<file path="src/rtl/pdp8_pkg.sv">
// Shared PDP-8 core definitions: memory geometry and the read return source tag.
`ifndef ADDR_WIDTH
`define ADDR_WIDTH 12
`endif
`ifndef DATA_WIDTH
`define DATA_WIDTH 12
`endif

package pdp8_pkg;

  // Originator of a memory read; SRC_NONE means no read is in flight.
  typedef enum logic [1:0] {
    SRC_NONE = 2'd0,
    SRC_IFU  = 2'd1,
    SRC_EXEC = 2'd2
  } mem_src_e;

  localparam int unsigned NUM_REQ_SLOTS = 3;

endpackage

</file>
<file path="src/rtl/pdp8_req_slot.sv">
// One-entry request holding slot. A pending entry is offered as a grant
// candidate ahead of a same-cycle pulse; an un-pending pulse is offered
// directly so an idle requester sees no extra latency.
module pdp8_req_slot #(
  parameter int unsigned WIDTH = 12
) (
  input  logic             clk,
  input  logic             reset_n,
  input  logic             req,
  input  logic [WIDTH-1:0] req_payload,
  input  logic             grant,
  output logic             cand_valid,
  output logic [WIDTH-1:0] cand_payload,
  output logic             valid_next,
  output logic             overflow
);

  logic             valid_r;
  logic [WIDTH-1:0] payload_r;

  // Candidate presented to the arbiter, next occupancy and drop detection.
  always_comb begin
    cand_valid   = valid_r | req;
    cand_payload = valid_r ? payload_r : req_payload;
    overflow     = req & valid_r & ~grant;
    if (grant) begin
      // Granted entry leaves; a pulse behind a stored entry refills the slot.
      valid_next = valid_r & req;
    end else begin
      valid_next = valid_r | req;
    end
  end

  // Slot storage: fill on an empty-slot pulse or a same-cycle refill, clear on grant.
  always_ff @(posedge clk) begin
    if (!reset_n) begin
      valid_r   <= 1'b0;
      payload_r <= '0;
    end else begin
      valid_r <= valid_next;
      if (req && (!valid_r || grant) && !(grant && !valid_r)) begin
        payload_r <= req_payload;
      end else if (req && !valid_r && !grant) begin
        payload_r <= req_payload;
      end else begin
        payload_r <= payload_r;
      end
    end
  end

endmodule

</file>
<file path="src/rtl/pdp8_mem_arbiter.sv">
// Single-port memory arbiter: fixed priority EXEC_WR > EXEC_RD > IFU_RD,
// registered memory commands and a two-stage tag pipeline that steers the
// returning read word back to its requester.
`ifndef ADDR_WIDTH
`define ADDR_WIDTH 12
`endif
`ifndef DATA_WIDTH
`define DATA_WIDTH 12
`endif

module pdp8_mem_arbiter
  import pdp8_pkg::*;
#(
  parameter int unsigned ADDR_WIDTH = `ADDR_WIDTH,
  parameter int unsigned DATA_WIDTH = `DATA_WIDTH
) (
  input  logic                  clk,
  input  logic                  reset_n,
  input  logic                  ifu_rd_req,
  input  logic [ADDR_WIDTH-1:0] ifu_rd_addr,
  output logic [DATA_WIDTH-1:0] ifu_rd_data,
  output logic                  ifu_rd_valid,
  input  logic                  exec_rd_req,
  input  logic [ADDR_WIDTH-1:0] exec_rd_addr,
  output logic [DATA_WIDTH-1:0] exec_rd_data,
  output logic                  exec_rd_valid,
  input  logic                  exec_wr_req,
  input  logic [ADDR_WIDTH-1:0] exec_wr_addr,
  input  logic [DATA_WIDTH-1:0] exec_wr_data,
  output logic                  mem_rd_req,
  output logic [ADDR_WIDTH-1:0] mem_rd_addr,
  input  logic [DATA_WIDTH-1:0] mem_rd_data,
  output logic                  mem_wr_req,
  output logic [ADDR_WIDTH-1:0] mem_wr_addr,
  output logic [DATA_WIDTH-1:0] mem_wr_data,
  output logic                  busy,
  output logic                  req_overflow
);

  localparam int unsigned WR_WIDTH = ADDR_WIDTH + DATA_WIDTH;

  logic                  ifu_cand_s, erd_cand_s, ewr_cand_s;
  logic [ADDR_WIDTH-1:0] ifu_addr_s, erd_addr_s;
  logic [WR_WIDTH-1:0]   ewr_payload_s;
  logic                  ifu_vnext_s, erd_vnext_s, ewr_vnext_s;
  logic                  ifu_ovf_s, erd_ovf_s, ewr_ovf_s;
  logic                  grant_ifu_s, grant_erd_s, grant_ewr_s;

  logic                  rd_req_s, wr_req_s, busy_s, overflow_s;
  logic [ADDR_WIDTH-1:0] rd_addr_s, wr_addr_s;
  logic [DATA_WIDTH-1:0] wr_data_s;
  mem_src_e              issue_tag_s;

  mem_src_e              issue_tag_r;
  mem_src_e              ret_tag_r;

  pdp8_req_slot #(.WIDTH(ADDR_WIDTH)) u_ifu_slot (
    .clk(clk), .reset_n(reset_n), .req(ifu_rd_req), .req_payload(ifu_rd_addr),
    .grant(grant_ifu_s), .cand_valid(ifu_cand_s), .cand_payload(ifu_addr_s),
    .valid_next(ifu_vnext_s), .overflow(ifu_ovf_s)
  );

  pdp8_req_slot #(.WIDTH(ADDR_WIDTH)) u_erd_slot (
    .clk(clk), .reset_n(reset_n), .req(exec_rd_req), .req_payload(exec_rd_addr),
    .grant(grant_erd_s), .cand_valid(erd_cand_s), .cand_payload(erd_addr_s),
    .valid_next(erd_vnext_s), .overflow(erd_ovf_s)
  );

  pdp8_req_slot #(.WIDTH(WR_WIDTH)) u_ewr_slot (
    .clk(clk), .reset_n(reset_n), .req(exec_wr_req),
    .req_payload({exec_wr_addr, exec_wr_data}),
    .grant(grant_ewr_s), .cand_valid(ewr_cand_s), .cand_payload(ewr_payload_s),
    .valid_next(ewr_vnext_s), .overflow(ewr_ovf_s)
  );

  // Fixed-priority grant: at most one candidate wins each cycle.
  always_comb begin
    grant_ewr_s = ewr_cand_s;
    grant_erd_s = erd_cand_s & ~ewr_cand_s;
    grant_ifu_s = ifu_cand_s & ~ewr_cand_s & ~erd_cand_s;
  end

  // Next values of the memory command, tag and status registers.
  always_comb begin
    rd_req_s    = 1'b0;
    rd_addr_s   = '0;
    wr_req_s    = 1'b0;
    wr_addr_s   = '0;
    wr_data_s   = '0;
    issue_tag_s = SRC_NONE;
    if (grant_ewr_s) begin
      wr_req_s  = 1'b1;
      wr_addr_s = ewr_payload_s[WR_WIDTH-1:DATA_WIDTH];
      wr_data_s = ewr_payload_s[DATA_WIDTH-1:0];
    end else if (grant_erd_s) begin
      rd_req_s    = 1'b1;
      rd_addr_s   = erd_addr_s;
      issue_tag_s = SRC_EXEC;
    end else if (grant_ifu_s) begin
      rd_req_s    = 1'b1;
      rd_addr_s   = ifu_addr_s;
      issue_tag_s = SRC_IFU;
    end else begin
      rd_req_s = 1'b0;
    end
    // Busy covers pending slots, the command being issued and the read returning next.
    busy_s     = ifu_vnext_s | erd_vnext_s | ewr_vnext_s | rd_req_s | wr_req_s |
                 (issue_tag_r != SRC_NONE);
    overflow_s = ifu_ovf_s | erd_ovf_s | ewr_ovf_s;
  end

  // Registered memory commands, status and the return-tag pipeline.
  always_ff @(posedge clk) begin
    if (!reset_n) begin
      mem_rd_req   <= 1'b0;
      mem_rd_addr  <= '0;
      mem_wr_req   <= 1'b0;
      mem_wr_addr  <= '0;
      mem_wr_data  <= '0;
      busy         <= 1'b0;
      req_overflow <= 1'b0;
      issue_tag_r  <= SRC_NONE;
      ret_tag_r    <= SRC_NONE;
    end else begin
      mem_rd_req   <= rd_req_s;
      mem_rd_addr  <= rd_addr_s;
      mem_wr_req   <= wr_req_s;
      mem_wr_addr  <= wr_addr_s;
      mem_wr_data  <= wr_data_s;
      busy         <= busy_s;
      req_overflow <= overflow_s;
      issue_tag_r  <= issue_tag_s;
      ret_tag_r    <= issue_tag_r;
    end
  end

  // Steer the returning memory word to the tagged requester; others see 0.
  always_comb begin
    ifu_rd_valid  = 1'b0;
    ifu_rd_data   = '0;
    exec_rd_valid = 1'b0;
    exec_rd_data  = '0;
    case (ret_tag_r)
      SRC_IFU: begin
        ifu_rd_valid = 1'b1;
        ifu_rd_data  = mem_rd_data;
      end
      SRC_EXEC: begin
        exec_rd_valid = 1'b1;
        exec_rd_data  = mem_rd_data;
      end
      default: begin
        ifu_rd_valid  = 1'b0;
        exec_rd_valid = 1'b0;
      end
    endcase
  end

endmodule

</file>
<file path="config.mk">
export PLATFORM = sky130hd
export DESIGN_NAME = pdp8_mem_arbiter
export DESIGN_NICKNAME = d
export VERILOG_FILES = /design/src/rtl/pdp8_pkg.sv /design/src/rtl/pdp8_req_slot.sv /design/src/rtl/pdp8_mem_arbiter.sv
export SDC_FILE = /design/constraint.sdc
export NUM_CORES = 1
export LEC_CHECK = 0
export CELL_PAD_IN_SITES_DETAIL_PLACEMENT = 1
export CELL_PAD_IN_SITES_GLOBAL_PLACEMENT = 1
export CORE_MARGIN = 2
export CORE_UTILIZATION = 33
export CTS_CLUSTER_DIAMETER = 150
export DETAILED_ROUTE_END_ITERATION = 10
export PLACE_DENSITY = 0.77
export SYNTH_ARGS = -nofsm -noshare
export SYNTH_HDL_FRONTEND = slang
export SYNTH_SLANG_ARGS = --single-unit
</file>
<file path="constraint.sdc">
create_clock -name clk -period 2.5 [get_ports clk]
set_input_delay 0.5 -clock clk [delete_from_list [all_inputs] [get_ports clk]]
set_output_delay 0.5 -clock clk [all_outputs]
set_load 0.01 [all_outputs]
</file>
After elaboration in Yosys (flattened, before gate mapping)
Index checks and enable logic that the tools add are counted.

Muxes and demuxes: 24. Eq/ne operators: 2. Reduce and logical (&&, ||, !) cells: 34. Bitwise operators: 24.

Operators with widths (count): $mux 12 (10); $mux 24 (3); $logic_and 1x1->1 (15); $mux 1 (10); $or 1x1->1 (10); $and 1x1->1 (9); $logic_not 1->1 (9); $reduce_bool 2->1 (4); $not 1->1 (5); $logic_or 1x1->1 (3); $reduce_or 3->1 (1); $eq 2x1->1 const B (1); $eq 2x2->1 const B (1); $mux 2 (1); $reduce_and 2->1 (1); $reduce_or 2->1 (1).

Output and inout bits: 66. Input bits: 65. Bits in registers: 95. Word-level logic and storage cells: 100.

Logic depth before layout (Yosys ltp)
Gate-level depths: netlist of the first run.

Word-level depth: 10. Gate-level depth with buffers: 6. Depth with buffers taken out: 3.

Cells and area by module
From an unflattened synthesis of the first run, not the netlist that was laid out.

Cell total of the unflattened synthesis: 421. Area, all modules: 4179.0 um^2.

By module, submodules not included: pdp8_mem_arbiter (sequential area each 880.8 um^2, area an instance 1466.4 um^2, instances 1, cells an instance 132); pdp8_req_slot at u_erd_slot ... (sequential area each 260.2 um^2, area an instance 699.4 um^2, instances 2, cells an instance 75); pdp8_req_slot at u_ewr_slot (sequential area each 500.5 um^2, area an instance 1313.8 um^2, instances 1, cells an instance 139).

Least setup slack after synthesis of the first run
Ideal clock, no wire load.

Path type: input port to flip-flop. Start point: input port exec_rd_req. End point: register u_ifu_slot.payload_r[10]. Buffers on the path: 2. Cell stages on the path: 5. Path slack: 0.602 ns. Arrival: 1.826 ns. Path through: buf_2 > nor4_4 > mux2i_1 > buf_4 > mux2i_1.

Longest elaborated chain between the ends: 7.

Ends and longest elaborated chain: start: declaration (line pdp8_mem_arbiter.sv:23) `input logic exec_rd_req,`; $or 1x1->1 * (line pdp8_req_slot.sv:23) `cand_valid = valid_r | req;`; $not 1->1 * (line pdp8_mem_arbiter.sv:80) `grant_ifu_s = ifu_cand_s & ~ewr_cand_s & ~erd_cand_s;`; $and 1x1->1 * (line pdp8_mem_arbiter.sv:80); $logic_or 1x1->1 or $logic_and 1x1->1 (tied branches) (line pdp8_req_slot.sv:41) `if (req && (!valid_r || grant) && !(grant && !valid_r)) begin`; $logic_and 1x1->1 or $logic_not 1->1 (tied branches) (line pdp8_req_slot.sv:41); $logic_and 1x1->1 (line pdp8_req_slot.sv:41); $mux 12 or $reduce_bool 2->1 (tied branches); end signal: assignment (line pdp8_req_slot.sv:42) `payload_r <= req_payload;`; end signal: assignment (line pdp8_req_slot.sv:44) `payload_r <= req_payload;`; end signal: assignment (line pdp8_req_slot.sv:46) `payload_r <= payload_r;`; end: declaration (line pdp8_req_slot.sv:19) `logic [WIDTH-1:0] payload_r;`.

Every way passes the cells marked *; elsewhere a longest branch is shown, timed or not. A chain may end at the register's enable or synchronous reset.

Worst setup path after layout of the first run
Start point: register ret_tag_r[0]. End point: output port ifu_rd_data[7].

Longest elaborated chain between the ends: 2.

Ends and longest elaborated chain: start: declaration (line pdp8_mem_arbiter.sv:55) `mem_src_e ret_tag_r;`; start signal: assignment (line pdp8_mem_arbiter.sv:133) `ret_tag_r <= issue_tag_r;`; $eq 2x1->1 (line pdp8_mem_arbiter.sv:143) `case (ret_tag_r)`; $mux 12 (line pdp8_mem_arbiter.sv:143); end: declaration (line pdp8_mem_arbiter.sv:21) `output logic [DATA_WIDTH-1:0] ifu_rd_data,`.

Every way passes these cells.

==> impl_metrics.tcl, run 1 <==
set metrics [dict create \
    status "finished with violations" \
    failed_checks "design-rule violations" \
    min-delay-path-class "flop to flop" \
    wl_um 11190 \
    post_synth_main_area_contributors "dfxtp_1 (48%), mux2i_1 (12%), nand2_1 (11%)" \
    post-cts-setup-buffer-count 0 \
    drt_first_pass_iters 8 \
    fp.dieArea_um2 12830 \
    p_clk_share_pct 42.3 \
    globalplace.congestion 0.8372 \
    worstPathRequired_ns 2.00 \
    synth_top_area_cell "dfxtp_1" \
    drc_violation_count_after_routing 14 \
    num_rows 39 \
    via_count 3452 \
    ctsRootBufferMaster "clkbuf_16" \
    arrival_ns 1.71 \
    timing.clock.skew_ns 0.004392 \
    initial_utilization_pct 34.21 \
    timing.critical_path.from_type "flop" \
    drt-vias-per-instance 4.855 \
    synth_area_um2 3940 \
    finalCritPeriodShare_pct 88.24 \
    path_clk_slew_ns 0.06 \
    critical-path-top-delay-family "buffers and inverters" \
    finalInstanceArea_um2 5717 \
    placement.setup.worst_slack_ns 0.1440 \
    switching_power_summed_over_all_nets_uw 766.8 \
    p_comb_share_pct 12.1 \
    power_frac_seq_pct 45.6 \
    die_w_um 113.3 \
    max_freq_mhz 453.3 \
    tritoncts "built" \
    synth_nets 507 \
    worst_ir_drop_vdd_mv 0.3066 \
    grt_util_all_layers_pct 17.71 \
    via_count_of_the_first_global_routing_pass 3645 \
    holdBufCountCts 0 \
    worst_slew_pin_slew_ns 0.7508 \
    rsz0062_at_grt "no" \
    pwr_density_cell_nw_per_um2 613.9 \
    instance_count_of_the_mapped_netlist 442 \
    crit_path_max_fanout 13 \
    mostFrequentLayoutCells "clkdlybuf4s50_1 (129), nand2_1 (111), dfxtp_1 (94)" \
    synth_top_area_share_pct 48.27 \
    io_buffer_count 130 \
    later_pin_clock_latency_in_the_skew_report_ns 0.34 \
    core_um2 11520 \
    hpwlAfterDp_um 8148 \
    cp_slowest_cell "clkdlybuf4s50_1" \
    synth_cell_types 29 \
    fin_tns_setup_ns 0 \
    hold_viol 0 \
    area_growth_syn_to_layout_pct 45.09 \
    worst_setup_path_end_kind "primary output" \
    cts_resized 0 \
    max_cap_viol_count 0 \
    post-route-util_pct 49.64 \
    drt-initial-drc-count 122 \
    n_antenna_cell 0 \
    numCtsBuffers 9 \
    power.share.switching_pct 21.85 \
    total_setup_violations_reported_at_the_end_of_the_flow 0 \
    leakage_nw 2.082 \
    fp.dieH_um 113.3 \
    part_of_the_yosys_area_used_for_sequential_elements_pct 48.27 \
    cell_by_cell_listing_of_the_critical_path "nor2b_1, buf_4, and2_1, clkdlybuf4s50_1" \
    cts_max_level 3 \
    final_antenna_net_count 0 \
    slew-limit-headroom_pct 49.95 \
    critical_path.max_stage_delay_ns 0.55 \
    initial_antenna_violation_count 0 \
    synth_warnings 0 \
    wire_per_inst_um 15.74 \
    postSynthAreaPerCell_um2 8.914 \
    drive_gt1_share_pct 8.275 \
    placed_area_um2 5391 \
    slew_viol_final 0 \
    wire_length_of_the_first_global_routing_pass_um 17870 \
    floorplan.io_pins 131 \
    most_frequent_standard_cell_in_the_layout_excluding_fill_and_tap_cells "clkdlybuf4s50_1" \
    design.final.nets 628 \
    tritoncts_num_sinks 95 \
    fill_cells 1345 \
    max_buffers_root_to_sink 2 \
    timing.final.crit_period_ns 2.206 \
    timing.critical_path.buf_inv 2 \
    grt_start_max_net_pins 50 \
    critPathKind "flop to primary output" \
    globalRoute.totalOverflow 0 \
    final.setup.worst_slack_ns 0.2939 \
    synth_seq_cells 95 \
    internal_power_mw 2.743 \
]
[state kept, by name, summed over array words and instances, names as in the netlist]
register	count
u_ewr_slot.valid_r	1
mem_rd_req	1
mem_wr_data	12
u_erd_slot.payload_r	12
mem_rd_addr	12
u_ifu_slot.payload_r	12
req_overflow	1
issue_tag_r	2
busy	1
u_erd_slot.valid_r	1
mem_wr_addr	12
u_ewr_slot.payload_r	24
ret_tag_r	2
u_ifu_slot.valid_r	1
mem_wr_req	1
[final timing paths]
check                                          endpoint  cells past startpoint                                   from  slack, ns
setup reg to reg   u_ewr_slot.payload_r[2]$_SDFFE_PN0P_                      5          u_ewr_slot.valid_r$_SDFF_PN0_       0.65
setup / recovery                         ifu_rd_data[7]                      4                ret_tag_r[0]$_SDFF_PN0_       0.29
hold reg to reg   u_ifu_slot.payload_r[11]$_SDFFE_PN0P_                      2  u_ifu_slot.payload_r[11]$_SDFFE_PN0P_       0.46
hold / removal    u_ifu_slot.payload_r[11]$_SDFFE_PN0P_                      2  u_ifu_slot.payload_r[11]$_SDFFE_PN0P_       0.46
[synthesized netlist by cell type]
master and count:
nand2_1 111, dfxtp_1 95, mux2i_1 49, nor2_1 28, a21boi_0 27, and2_1 26
clkbuf_1 26, mux2_2 12, nand3_1 12, a31oi_1 11, nand3b_1 10, buf_2 8
nor2b_1 6, inv_1 3, a2111oi_0 2, and3_1 2, nor3b_1 2, and2_0 1
buf_1 1, buf_4 1, maj3_1 1, nand2b_1 1, nor3_1 1, nor4_4 1
o21a_1 1, o21ai_0 1, o21ai_1 1, or2_2 1, or3_1 1
[per-layer routing]
metal	vias to the layer above	part of all wire [%]	global-route usage [%]
met5	-	0	0
met4	0	1.2	5.528
met3	12	7.8	5.624
met2	103	49	31.02
met1	1640	43	20.63
li1	1697	-	-
[power by group through the flow]
stage               logic, mW  clock network, mW  registers [mW]
global route            0.461               1.59            1.60
CTS                     0.432               1.53            1.60
floorplan               0.189                  0            1.64
finish                  0.426               1.48            1.60
detailed placement      0.429                  0            1.63
global placement        0.417                  0            1.63
[tightest hold or removal path, cell delays in order (launching register included)]
cell,delay [ns]
dfxtp_1,0.31
nand2_1,0.05
mux2i_1,0.05
[through the flow]
step	hold slack [ns]	power (mW)	cells
3_5_place_dp	0.4496	2.062	695
2_1_floorplan	0.4313	1.825	442
3_3_place_gp	0.4385	2.047	695
6_report	0.4579	3.510	711
5_1_grt	0.4741	3.656	711
4_1_cts	0.4621	3.559	711
[cell families (layout without fill, tap and decap cells)]
group | Yosys count | in the layout | synth area share, %
muxes | 61 | 61 | 15.88
buffers and inverters | 39 | 165 | 4.065
and+or+nand+nor | 203 | 203 | 23.75
DFF | 95 | 95 | 48.27
adders and majority gates | 1 | 1 | 0.2541
AOI/OAI and AO/OA | 43 | 43 | 7.780
[area by class of cell]
class	count	area [µm²]	area share, %
sequential	95	1903	33.29
timing repair buffer	146	1416	24.78
inverter	3	11.26	0.1970
clock buffer	13	260.3	4.552
tap	143	178.9	3.130
multi-input combinational	308	1882	32.92
clock inverter	3	65.06	1.138
Power figures use the tool's default switching activity.
==> inputs of run 2 (changes only) <==
Settings changed: CORE_MARGIN 2 to 5, SLEW_MARGIN from default to 40.
==> impl_metrics.tcl, run 2 (synthesis results as in run 1) <==
set metrics [dict create \
    fin_cells 714 \
    p_clk_share_pct 42.1 \
    finalCritPeriodShare_pct 86.99 \
    holdBufCountCts 0 \
    post-route-util_pct 48.14 \
    drc_violation_count_after_routing 0 \
    leakage_nw 2.075 \
    timing.reg2reg.setup_slack_ns 0.63 \
    post-cts-setup-buffer-count 0 \
    later_pin_clock_latency_in_the_skew_report_ns 0.34 \
    worst_ir_drop_vdd_mv 0.4079 \
    initial_antenna_violation_count 1 \
    cp_slowest_cell "clkdlybuf4s50_1" \
    rsz0062_at_grt "no" \
    cell_by_cell_listing_of_the_critical_path "nor2b_1, buf_4, and2_1, clkdlybuf4s50_1" \
    fin_tns_setup_ns 0 \
    globalplace.congestion 0.7559 \
    via_count 3447 \
    status "complete, no violations" \
    top_reg_by_flops "u_ewr_slot.payload_r" \
    timing.clock.skew_ns 0.007074 \
    ctsRootBufferMaster "clkbuf_16" \
    mostFrequentLayoutCells "clkdlybuf4s50_1 (129), nand2_1 (111), dfxtp_1 (94)" \
    crit_path_max_fanout 13 \
    most_frequent_standard_cell_in_the_layout_excluding_fill_and_tap_cells "clkdlybuf4s50_1" \
    crit-reg2reg-capture "u_erd_slot.payload_r[10]$_SDFFE_PN0P_" \
    slew-limit-headroom_pct 48.82 \
    fp.dieH_um 119.3 \
    min_path_cells 2 \
    design.final.nets 626 \
    via_count_of_the_first_global_routing_pass 3680 \
    grt_start_max_net_pins 30 \
    switching_power_summed_over_all_nets_uw 790.6 \
    worst_setup_path_end_kind "primary output" \
    die_w_um 119.3 \
    final_antenna_net_count 0 \
    power.total_mw 3.501 \
    wire_length_of_the_first_global_routing_pass_um 18940 \
    max_cap_viol_count 0 \
    path_clk_slew_ns 0.06 \
    internal_power_mw 2.711 \
    critical_path.max_stage_delay_ns 0.54 \
    num_rows 40 \
    area_growth_syn_to_layout_pct 44.93 \
    hold_viol 0 \
    max_buffers_root_to_sink 2 \
    wire_per_inst_um 16.54 \
    crit_start "ret_tag_r[0]$_SDFF_PN0_" \
    globalRoute.totalOverflow 0 \
    placement.setup.worst_slack_ns 0.1151 \
    critical-path-top-delay-family "buffers and inverters" \
    drive_gt1_share_pct 8.481 \
    largest_reg_flops 24 \
    power.share.switching_pct 22.58 \
    pwr_density_cell_nw_per_um2 613.1 \
    worstPathRequired_ns 2.00 \
    wl_um 11810 \
    r2r_cells 3 \
    numCtsBuffers 9 \
    grt_util_all_layers_pct 16.65 \
    power_frac_seq_pct 45.9 \
    core_um2 11860 \
    crit_cells 4 \
    placed_area_um2 5385 \
    timing.critical_path.from_type "flop" \
    fp.dieArea_um2 14220 \
    critPathKind "flop to primary output" \
    drt-initial-drc-count 76 \
    total_setup_violations_reported_at_the_end_of_the_flow 0 \
    drt_first_pass_iters 4 \
    drt-vias-per-instance 4.828 \
    worst_slew_pin_slew_ns 0.7676 \
    dpl.cell_count 697 \
    min-delay-path-class "flop to flop" \
    arrival_ns 1.67 \
    final.setup.worst_slack_ns 0.3252 \
    finalInstanceArea_um2 5710 \
    p_comb_share_pct 12.0 \
    cts_max_level 3 \
    timing.final.crit_period_ns 2.175 \
    reg2reg_from "u_erd_slot.valid_r$_SDFF_PN0_" \
    initial_utilization_pct 33.22 \
    floorplan.io_pins 131 \
    io_buffer_count 130 \
    cts_resized 0 \
    hpwlAfterDp_um 8636 \
    endpoint "ifu_rd_data[10]" \
    timing.critical_path.buf_inv 2 \
    max_freq_mhz 459.8 \
    tritoncts_num_sinks 95 \
    tritoncts "built" \
    slew_viol_final 0 \
    worst_hold_slack_ns 0.4612 \
]
[run 2: cell count changes in the layout (fill, tap and decap cells not counted), sizes merged]
cell and change:
clkbuf -3, clkinv +3, diode +1, buf -2
[run 2: worst register-to-register path: stages (launching register included)]
cell and delay (ns):
dfxtp_1 0.64, or3_1 0.22, and3_1 0.66, mux2i_1 0.27
[run 2: metal layers]
metal / routed length, µm / share of wire, % / up-vias / track usage (%)
met5: 0 / 0 / - / 0
met3: 702 / 5.9 / 12 / 5.413
met1: 4964 / 42 / 1663 / 18.99
met4: 185 / 1.6 / 0 / 5.938
met2: 5958 / 50 / 82 / 29.04
li1: - / - / 1690 / -
[run 2: power by group through the flow]
stage,registers (mW),clock network [mW],logic (mW)
detailed placement,1.64,0,0.423
global route,1.61,1.58,0.456
CTS,1.61,1.51,0.428
global placement,1.64,0,0.409
finish,1.61,1.47,0.422
floorplan,1.64,0,0.189
[run 2: worst min path at each step]
stage	to	slack [ns]	start
global placement	u_ifu_slot.payload_r[4]$_SDFFE_PN0P_	0.44	u_ifu_slot.payload_r[4]$_SDFFE_PN0P_
finish	u_erd_slot.payload_r[1]$_SDFFE_PN0P_	0.46	u_erd_slot.payload_r[1]$_SDFFE_PN0P_
floorplan	u_ifu_slot.payload_r[0]$_SDFFE_PN0P_	0.43	u_ifu_slot.payload_r[0]$_SDFFE_PN0P_
global route	u_ifu_slot.payload_r[0]$_SDFFE_PN0P_	0.49	u_ifu_slot.payload_r[0]$_SDFFE_PN0P_
detailed placement	u_erd_slot.payload_r[6]$_SDFFE_PN0P_	0.45	u_erd_slot.payload_r[6]$_SDFFE_PN0P_
CTS	u_ifu_slot.payload_r[6]$_SDFFE_PN0P_	0.46	u_ifu_slot.payload_r[6]$_SDFFE_PN0P_
[run 2: final cells by class]
cell class,instances,area (µm²)
Antenna cell,1,2.502
Clock buffer,10,239.0
Clock inverter,6,83.83
Fill cell,1374,6151
Inverter,3,11.26
Multi-Input combinational cell,308,1886
Sequential cell,95,1903
Tap cell,147,183.9
Timing Repair Buffer,144,1401
==> inputs of run 3 (changes only) <==
Settings changed: ABC_AREA from default to 1, CORE_UTILIZATION 33 to 32, PLACE_DENSITY 0.77 to 0.78, REMOVE_ABC_BUFFERS from default to 1.
==> impl_metrics.tcl, run 3 <==
set metrics [dict create \
    status "complete, no violations" \
    max_freq_mhz 446.9 \
    synth_edf_count 0 \
    synth_area_um2 4128 \
    met1_length_um 5630 \
    crit_path_max_fanout 13 \
    synth-main-ff-cell "dfxtp_1" \
    core_um2 12620 \
    arrival_ns 1.74 \
    fp.dieArea_um2 15270 \
    finalCritPeriodShare_pct 89.50 \
    max_buffers_root_to_sink 2 \
    hold_viol 0 \
    mostFrequentLayoutCells "nand2_1 (168), clkdlybuf4s50_1 (129), nor2_1 (105)" \
    synth_cell_types 30 \
    max_cap_viol_count 0 \
    design.final.nets 781 \
    later_pin_clock_latency_in_the_skew_report_ns 0.35 \
    critPathKind "flop to primary output" \
    finalInstanceArea_um2 5883 \
    part_of_the_yosys_area_used_for_sequential_elements_pct 46.07 \
    wl_um 13190 \
    synth_common_cells "nand2_1 (168), nor2_1 (105), dfxtp_1 (95)" \
    largest_reg_flops 24 \
    io_buffer_count 130 \
    timing.final.crit_period_ns 2.237 \
    rsz0062_at_grt "no" \
    ctsRootBufferMaster "clkbuf_16" \
    initial_utilization_pct 32.71 \
    timing.clock.skew_ns 0.009341 \
    drc_violation_count_after_routing 0 \
    worst_ir_drop_vdd_mv 0.3084 \
    postSynthAreaPerCell_um2 6.926 \
    top_reg_by_flops "u_ewr_slot.payload_r" \
    route.met2.wl_um 6583 \
    critical_path.max_stage_delay_ns 0.56 \
    post-route-util_pct 46.62 \
    slew-limit-headroom_pct 48.19 \
    cts_max_level 3 \
    hpwlAfterDp_um 9463 \
    cp_slowest_cell "clkdlybuf4s50_1" \
    fp.dieH_um 123.6 \
    ys_async_sr_fraction_pct 0 \
    placed_area_um2 5579 \
    total_setup_violations_reported_at_the_end_of_the_flow 0 \
    n_antenna_cell 0 \
    wire_length_of_the_first_global_routing_pass_um 21360 \
    r2r_cells 6 \
    holdBufCountCts 0 \
    synth_top_area_cell "dfxtp_1" \
    via_count 4077 \
    slew_viol_final 0 \
    synth_seq_cells 95 \
    post-cts-setup-buffer-count 0 \
    fill_cells 1632 \
    worst_setup_path_end_kind "primary output" \
    grt_util_all_layers_pct 17.86 \
    fin_tns_setup_ns 0 \
    area_growth_syn_to_layout_pct 42.53 \
    route.met3.wl_um 750 \
    pwr_density_cell_nw_per_um2 599.8 \
    numCtsBuffers 9 \
    initial_antenna_violation_count 1 \
    path_clk_slew_ns 0.06 \
    tritoncts_num_sinks 95 \
    drt-initial-drc-count 184 \
    most_frequent_standard_cell_in_the_layout_excluding_fill_and_tap_cells "nand2_1" \
    die_w_um 123.6 \
    drt-vias-per-instance 4.566 \
    wire_per_inst_um 14.77 \
    worstPathRequired_ns 2.00 \
    leakage_nw 2.772 \
    drive_gt1_share_pct 7.490 \
    floorplan.io_pins 131 \
    timing.critical_path.from_type "flop" \
    instance_count_of_the_mapped_netlist 596 \
    cts_resized 0 \
    grt_start_max_net_pins 39 \
    num_rows 41 \
    synth_top_area_share_pct 46.07 \
    register_area_um2 1902 \
    multiInputGateArea_um2 1703 \
    cell_by_cell_listing_of_the_critical_path "inv_1, nand2_1, nor2_1, clkdlybuf4s50_1" \
    drt_first_pass_iters 6 \
    via_count_of_the_first_global_routing_pass 4424 \
    post_synth_main_area_contributors "dfxtp_1 (46%), nand2_1 (15%), nor2_1 (9.5%)" \
    worst_slew_pin_slew_ns 0.7724 \
    synth_warnings 0 \
    yosys.cell_count.top_type "nand2_1" \
    tritoncts "built" \
    globalRoute.totalOverflow 0 \
    final_antenna_net_count 0 \
    highest_metal_layer_with_signal_wires "met5" \
    min-delay-path-class "flop to flop" \
    min_path_cells 2 \
    globalplace.congestion 0.7934 \
]
[run 3: kinds of logic (layout without fill, tap and decap cells)]
group / after synthesis / after routing / share of synthesized area, %
simple gates: 297 / 297 / 29.28
flops: 95 / 95 / 46.07
buf+inv: 128 / 253 / 12.67
mux: 4 / 4 / 0.9700
compound gates: 72 / 72 / 11.00
[run 3: final timing paths]
kind / start / end / slack (ns)
setup / recovery: ret_tag_r[1]$_SDFF_PN0_ / ifu_rd_data[10] / 0.26
hold / removal: issue_tag_r[0]$_SDFF_PP0_ / ret_tag_r[0]$_SDFF_PN0_ / 0.45
setup reg to reg: u_ewr_slot.valid_r$_SDFF_PN0_ / mem_wr_data[1]$_SDFF_PN0_ / 0.47
hold reg to reg: issue_tag_r[0]$_SDFF_PP0_ / ret_tag_r[0]$_SDFF_PN0_ / 0.45
[run 3: per-layer routing]
| metal | GRT usage, % | up-vias |
|---|---|---|
| met1 | 21.03 | 1922 |
| met3 | 4.496 | 17 |
| li1 | - | 2037 |
| met2 | 31.43 | 99 |
| met5 | 0 | - |
| met4 | 6.367 | 2 |
[run 3: report_power, final]
part / switching (mW) / internal (mW)
clock: 0.608 / 0.788
sequential: 0.0227 / 1.58
combinational: 0.274 / 0.255
[run 3: final cells by class]
| class | count | area share [%] |
|---|---|---|
| Inverter | 94 | 5.997 |
| Tap cell | 172 | 3.658 |
| Timing Repair Buffer | 143 | 23.90 |
| Clock inverter | 3 | 0.4041 |
| Multi-Input combinational cell | 373 | 28.95 |
| Clock buffer | 13 | 4.764 |
| Sequential cell | 95 | 32.33 |
[run 3: critical path: cells and delay by family, from the launching register on]
family / cells / cell delay [ns]
and+or+nand+nor: 2 / 0.48
DFF: 1 / 0.29
buffers and inverters: 2 / 0.62
[run 3: per-stage QoR]
| stage | setup WS [ns] | power [mW] | instances | hold slack [ns] |
|---|---|---|---|---|
| 2_1_floorplan | 0.4551 | 1.876 | 562 | 0.4044 |
| 3_3_place_gp | 0.3140 | 2.146 | 877 | 0.4229 |
| 3_5_place_dp | 0.2632 | 2.168 | 877 | 0.4317 |
| 4_1_cts | 0.2034 | 3.579 | 893 | 0.4568 |
| 5_1_grt | 0.1235 | 3.703 | 893 | 0.4695 |
| 6_report | 0.2626 | 3.529 | 893 | 0.4520 |
